### src/rtl/uart_pkg.sv
// rtl/uart_pkg.sv - shared types and constants for the UART receiver
package uart_pkg;

    // Receiver frame phases.
    typedef enum logic [2:0] {
        IDLE,
        START,
        DATA,
        PARITY,
        STOP
    } rx_state_t;

    // Encodings for the PARITY parameter.
    localparam int PAR_NONE = 0;
    localparam int PAR_ODD  = 1;
    localparam int PAR_EVEN = 2;

endpackage

### src/rtl/sync_fifo.sv
// rtl/sync_fifo.sv - first-word fall-through synchronous FIFO
//
// Ports:
//   clk, rst       rising-edge clock, synchronous active-high reset
//   push/push_data write request and data; ignored when full unless popping
//   pop            read request; ignored when empty
//   pop_data       current head (0 while empty)
//   full, empty    occupancy status
module sync_fifo #(
    parameter int WIDTH = 8,
    parameter int DEPTH = 4
) (
    input  logic             clk,
    input  logic             rst,
    input  logic             push,
    input  logic [WIDTH-1:0] push_data,
    input  logic             pop,
    output logic [WIDTH-1:0] pop_data,
    output logic             full,
    output logic             empty
);

    localparam int AW = $clog2(DEPTH);

    logic [WIDTH-1:0] mem [DEPTH];
    logic [AW-1:0]    wr_ptr;
    logic [AW-1:0]    rd_ptr;
    logic [AW:0]      count;
    logic             do_push;
    logic             do_pop;

    assign empty   = (count == '0);
    assign full    = (count == (AW+1)'(DEPTH));
    assign do_pop  = pop && !empty;
    // A pop in the same cycle frees the slot, so a full FIFO still accepts the push.
    assign do_push = push && (!full || do_pop);

    // Gate the head so the output is a defined 0 while nothing is stored.
    assign pop_data = empty ? '0 : mem[rd_ptr];

    always_ff @(posedge clk) begin
        if (do_push) begin
            mem[wr_ptr] <= push_data;
        end
    end

    always_ff @(posedge clk) begin
        if (rst) begin
            wr_ptr <= '0;
            rd_ptr <= '0;
            count  <= '0;
        end else begin
            if (do_push) begin
                wr_ptr <= wr_ptr + AW'(1);
            end
            if (do_pop) begin
                rd_ptr <= rd_ptr + AW'(1);
            end
            case ({do_push, do_pop})
                2'b10:   count <= count + (AW+1)'(1);
                2'b01:   count <= count - (AW+1)'(1);
                default: count <= count;
            endcase
        end
    end

endmodule

### src/rtl/uart_rx_fifo.sv
// rtl/uart_rx_fifo.sv - parametrised UART receiver with error checks and receive FIFO
//
// Ports:
//   clk, rst      rising-edge clock, synchronous active-high reset
//   rx            asynchronous serial input, idles high
//   rd_en         pop the FIFO head
//   rd_data       FIFO head (first-word fall-through), valid while rd_valid
//   rd_valid      FIFO not empty
//   fifo_full     FIFO holds FIFO_DEPTH entries
//   busy          receiver is inside a frame
//   frame_err     sticky: a stop bit sampled low
//   parity_err    sticky: parity mismatch
//   overrun       sticky: good byte arrived while FIFO full and not popping
//   err_clr       clears the sticky flags (a simultaneous set wins)
module uart_rx_fifo
    import uart_pkg::*;
#(
    parameter int CLKS_PER_BIT = 16,
    parameter int DATA_BITS    = 8,
    parameter int PARITY       = 0,
    parameter int STOP_BITS    = 1,
    parameter int FIFO_DEPTH   = 4
) (
    input  logic                 clk,
    input  logic                 rst,
    input  logic                 rx,
    input  logic                 rd_en,
    output logic [DATA_BITS-1:0] rd_data,
    output logic                 rd_valid,
    output logic                 fifo_full,
    output logic                 busy,
    output logic                 frame_err,
    output logic                 parity_err,
    output logic                 overrun,
    input  logic                 err_clr
);

    // Timer counts down to 0; the sample happens in the cycle it reads 0.
    localparam logic [15:0] HALF_LOAD = 16'(CLKS_PER_BIT / 2 - 1);
    localparam logic [15:0] BIT_LOAD  = 16'(CLKS_PER_BIT - 1);
    localparam logic [3:0]  LAST_DATA = 4'(DATA_BITS - 1);
    localparam logic [3:0]  LAST_STOP = 4'(STOP_BITS - 1);

    logic                 rx_meta;
    logic                 rx_s;
    rx_state_t            state_q, state_d;
    logic [15:0]          timer_q, timer_d;
    logic [3:0]           bit_cnt_q, bit_cnt_d;
    logic [DATA_BITS-1:0] shift_q, shift_d;
    logic                 par_bit_q, par_bit_d;
    logic                 stop_bad_q, stop_bad_d;
    logic                 tick;
    logic                 par_calc;
    logic                 par_bad;
    logic                 push;
    logic                 set_fe, set_pe, set_ov;
    logic                 fifo_empty;

    always_ff @(posedge clk) begin
        if (rst) begin
            rx_meta <= 1'b1;
            rx_s    <= 1'b1;
        end else begin
            rx_meta <= rx;
            rx_s    <= rx_meta;
        end
    end

    always_ff @(posedge clk) begin
        if (rst) begin
            state_q    <= IDLE;
            timer_q    <= '0;
            bit_cnt_q  <= '0;
            shift_q    <= '0;
            par_bit_q  <= 1'b0;
            stop_bad_q <= 1'b0;
        end else begin
            state_q    <= state_d;
            timer_q    <= timer_d;
            bit_cnt_q  <= bit_cnt_d;
            shift_q    <= shift_d;
            par_bit_q  <= par_bit_d;
            stop_bad_q <= stop_bad_d;
        end
    end

    assign tick     = (timer_q == '0);
    assign par_calc = (^shift_q) ^ par_bit_q;
    // Odd parity needs the XOR to be 1, even parity needs it to be 0.
    assign par_bad  = (PARITY == PAR_NONE) ? 1'b0 :
                      (PARITY == PAR_ODD)  ? !par_calc : par_calc;

    always_comb begin
        state_d    = state_q;
        timer_d    = tick ? timer_q : timer_q - 16'd1;
        bit_cnt_d  = bit_cnt_q;
        shift_d    = shift_q;
        par_bit_d  = par_bit_q;
        stop_bad_d = stop_bad_q;
        push       = 1'b0;
        set_fe     = 1'b0;
        set_pe     = 1'b0;
        set_ov     = 1'b0;
        case (state_q)
            IDLE: begin
                if (!rx_s) begin
                    state_d    = START;
                    timer_d    = HALF_LOAD;
                    stop_bad_d = 1'b0;
                end
            end
            START: begin
                if (tick) begin
                    if (rx_s) begin
                        state_d = IDLE;
                    end else begin
                        state_d   = DATA;
                        timer_d   = BIT_LOAD;
                        bit_cnt_d = '0;
                    end
                end
            end
            DATA: begin
                if (tick) begin
                    shift_d = {rx_s, shift_q[DATA_BITS-1:1]};
                    timer_d = BIT_LOAD;
                    if (bit_cnt_q == LAST_DATA) begin
                        bit_cnt_d = '0;
                        state_d   = (PARITY != PAR_NONE) ? uart_pkg::PARITY : STOP;
                    end else begin
                        bit_cnt_d = bit_cnt_q + 4'd1;
                    end
                end
            end
            uart_pkg::PARITY: begin
                if (tick) begin
                    par_bit_d = rx_s;
                    state_d   = STOP;
                    timer_d   = BIT_LOAD;
                end
            end
            STOP: begin
                if (tick) begin
                    if (bit_cnt_q == LAST_STOP) begin
                        // Final stop sample: decide the byte's fate, then rearm at once.
                        state_d = IDLE;
                        if (stop_bad_q || !rx_s) begin
                            set_fe = 1'b1;
                        end else if (par_bad) begin
                            set_pe = 1'b1;
                        end else if (fifo_full && !rd_en) begin
                            set_ov = 1'b1;
                        end else begin
                            push = 1'b1;
                        end
                    end else begin
                        stop_bad_d = stop_bad_q | !rx_s;
                        bit_cnt_d  = bit_cnt_q + 4'd1;
                        timer_d    = BIT_LOAD;
                    end
                end
            end
            default: state_d = IDLE;
        endcase
    end

    always_ff @(posedge clk) begin
        if (rst) begin
            frame_err  <= 1'b0;
            parity_err <= 1'b0;
            overrun    <= 1'b0;
        end else begin
            frame_err  <= set_fe | (frame_err  & !err_clr);
            parity_err <= set_pe | (parity_err & !err_clr);
            overrun    <= set_ov | (overrun    & !err_clr);
        end
    end

    assign busy     = (state_q != IDLE);
    assign rd_valid = !fifo_empty;

    sync_fifo #(
        .WIDTH (DATA_BITS),
        .DEPTH (FIFO_DEPTH)
    ) u_fifo (
        .clk       (clk),
        .rst       (rst),
        .push      (push),
        .push_data (shift_q),
        .pop       (rd_en),
        .pop_data  (rd_data),
        .full      (fifo_full),
        .empty     (fifo_empty)
    );

endmodule

### config.mk
export PLATFORM = sky130hd
export DESIGN_NAME = uart_rx_fifo
export DESIGN_NICKNAME = d
export VERILOG_FILES = /design/src/rtl/uart_pkg.sv /design/src/rtl/sync_fifo.sv /design/src/rtl/uart_rx_fifo.sv
export SDC_FILE = /design/constraint.sdc
export NUM_CORES = 1
export LEC_CHECK = 0
export CAP_MARGIN = 10
export CORE_ASPECT_RATIO = 1.4
export CORE_MARGIN = 5
export CORE_UTILIZATION = 45
export DETAILED_ROUTE_END_ITERATION = 7
export PLACE_DENSITY = 0.6
export SLEW_MARGIN = 20
export SYNTH_ARGS = -nofsm -noshare
export SYNTH_HDL_FRONTEND = slang
export SYNTH_HIERARCHICAL = 1
export SYNTH_SLANG_ARGS = --single-unit
### constraint.sdc
create_clock -name clk -period 5.6 [get_ports clk]
set_input_delay 1.12 -clock clk [delete_from_list [all_inputs] [get_ports clk]]
set_output_delay 1.12 -clock clk [all_outputs]
set_load 0.05 [all_outputs]
==> flow_summary.ini <==
[clock_network]
post_cts_resized = 0
clock_latency_ps = 330
path_clk_slew_ps = 50
cts_sinks = 78
ctsHoldBuffers = 0
post-cts-setup-buffers = 0
cts-root-buf = clkbuf_16
cts_tree = yes
clockBufferDepth = 2
cts_max_level = 3
cts_buffers = 9

[pwr]
power_density_nw_per_um2 = 472.8
clockPowerShare = 0.316
peakVddDrop_uv = 333.6
switchingPower_mw = 0.7022
p_leak_nw = 1.479
seqPwrFrac = 0.343
p_sw_frac = 0.3451
intPower_mw = 1.333
combPwrFrac = 0.341

[worst_setup_path]
cp-start-kind = flop
cp-end-kind = flop
worstPathMaxFanout = 9
worstSetupPathType = reg -> reg
required_ps = 5840
worstPathArrival_ps = 4090

[placement]
dp_hpwl_um = 5110
dpl_cell_area_um2 = 3968
globalplace.congestion = 0.8710
pre_cts_ws_ps = 1770
io_buffers = 18

[die]
ios = 19
initial_utilization = 0.4615
die_h_um = 118.2
die_w_um = 87.27
die_area_um2 = 10310
coreArea_um2 = 8149
floorplan.rows = 39

[sta]
setup_viol = 0
grt_setup_unrepaired = false
tightest_slew_ps = 960.8
maxSlewViolCount = 0
worst_slack_ps = 1757
final_hold_viol_count = 0
worst_clock_skew_ps = 3.138
relSlewSlack = 0.3536
min_period_ps = 3843
fmax_ghz = 0.2602
fin_setup_tns_ps = 0
fin_crit_sh = 0.6862
worst_hold_slack_ps = 423.7

[logic_synthesis]
ys_seq_area_frac = 0.5003
synth_area_leaders = edfxtp_1 26%, dfxtp_1 24%, mux4_2 4.8%
synth_top_cell_area_share = 0.2555
netlist_area_um2 = 3761
ys.flop_type = dfxtp_1
synth_top_area_cell = edfxtp_1
syn-num-nets = 361
ys_seq_elements = 78
synth_area_per_cell_um2 = 10.87
synth_cells = 346
synthMostInstantiatedCell = dfxtp_1
synth_edf_count = 32
async_reset_ff_frac = 0
synth.distinct_cells = 68
yosysWarnings = 6
synth_common_cells = 46 x dfxtp_1, 32 x edfxtp_1, 29 x a21oi_1, 29 x nor2_1

[global_routing]
grt_usage = 0.1517
grt_pass1_wl_um = 12400
antenna_found_initial = 0
grt_overflow = 0
grt_max_degree = 21
first_global_vias = 2634

[drt]
wl_um = 7172
postRouteAntennaNets = 0
avgRoutedWirePerCell_um = 15.42
dr.pass1.iters = 4
drc = 0
drt_iter0_markers = 97
viasPerCell = 5.516
num_vias = 2565

[layout]
diodes = 0
area_growth_pct = 14.44
final_cell_area_um2 = 4304
fillers = 712
layout-drive-gt1-share = 0.1322
final_util = 0.5282
nNetsFinal = 373

[outcome]
status = completed

[flow_run]
drv_cap = 0

[hold_path]
hp-class = reg -> reg
## placed cells by master, fill, tap and decap left out, drive strengths merged, types with 2 or more instances in the layout
master         count
clkdlybuf4s50     18
xor2              11
nand3             19
a31oi              3
mux2i              3
nand2b            10
or2                3
nor2b             11
mux4               8
o211ai             7
nand3b             2
edfxtp            32
or3                7
dfxtp             46
clkbuf            11
nor3b              5
nor3               8
a21boi             2
buf                2
nand4              3
and2               4
nand4b             2
nand2             15
inv               20
a21oi             29
bufinv             3
nor4b              3
ha                 9
or4                2
o21ai             10
clkinv             2
nor2              31
xnor2              2
a221oi             2
nor4               2
## kinds of logic after synthesis
| kind of cell | after synthesis | synth area share |
|---|---|---|
| xor+xnor | 13 | 0.03027 |
| mux | 12 | 0.05988 |
| buf+inv | 39 | 0.05089 |
| flops | 78 | 0.5003 |
| simple gates | 130 | 0.2099 |
| fa+ha+maj | 10 | 0.03526 |
| compound gates | 64 | 0.1134 |
## routing by layer
metal	vias to the layer above	global-route usage	share of wire
met5	-	0	0
met4	0	0.07102	0.026
met3	16	0.04175	0.028
met2	35	0.2703	0.55
met1	1242	0.1610	0.40
li1	1272	-	-
## path summary, 6_finish.rpt
kind,from,end,slack [ps],cells past startpoint
worst max-delay path,timer_q[0]$_SDFF_PP0_,u_fifo/count[2]$_SDFFE_PP0P_,1760,14
worst min register to register,rx_meta$_SDFF_PP1_,rx_s$_SDFF_PP1_,420,1
worst min-delay path,rx_meta$_SDFF_PP1_,rx_s$_SDFF_PP1_,420,1
worst max register to register,timer_q[0]$_SDFF_PP0_,u_fifo/count[2]$_SDFFE_PP0P_,1760,14
## stage by stage
step / cells / power, mW
detailed placement: 449 / 1.393
floorplan: 346 / 1.327
finish: 465 / 2.035
global route: 465 / 2.159
global placement: 449 / 1.387
CTS: 465 / 2.049
## sequential cells by signal, indices dropped and copies added (netlist names), named ones only
signal         flops
u_fifo/rd_ptr      2
shift_q            8
frame_err          1
rx_meta            1
u_fifo/mem        32
u_fifo/count       3
bit_cnt_q          4
parity_err         1
overrun            1
state_q            3
u_fifo/wr_ptr      2
rx_s               1
stop_bad_q         1
timer_q           16
## power by group through the flow
stage	sequential, mW	clock (mW)	combinational [mW]
finish	0.697	0.644	0.694
global route	0.705	0.686	0.769
detailed placement	0.708	0	0.684
global placement	0.706	0	0.681
floorplan	0.686	0	0.641
CTS	0.697	0.659	0.693
## critical path, cell delays in order (launching register included)
cell and delay [ps]:
dfxtp_1 340, inv_1 70, ha_1 180, nor3b_2 420
or4b_1 740, nor4_4 360, nor4b_2 230, a21boi_2 340
inv_1 80, ha_1 230, inv_1 70, fa_1 170
xor2_1 80, or3_1 300, a21oi_1 140
## area by class of cell
cell class | count | area [µm²] | area share
repair buffers | 20 | 195.2 | 0.04535
clock inverters | 5 | 98.84 | 0.02297
well taps | 102 | 127.6 | 0.02965
inverters | 20 | 75.07 | 0.01744
clock buffers | 11 | 232.7 | 0.05407
multi-input cells | 229 | 1693 | 0.3933
flip-flops and latches | 78 | 1882 | 0.4372
Note: power is estimated with default switching activity, not from simulation.
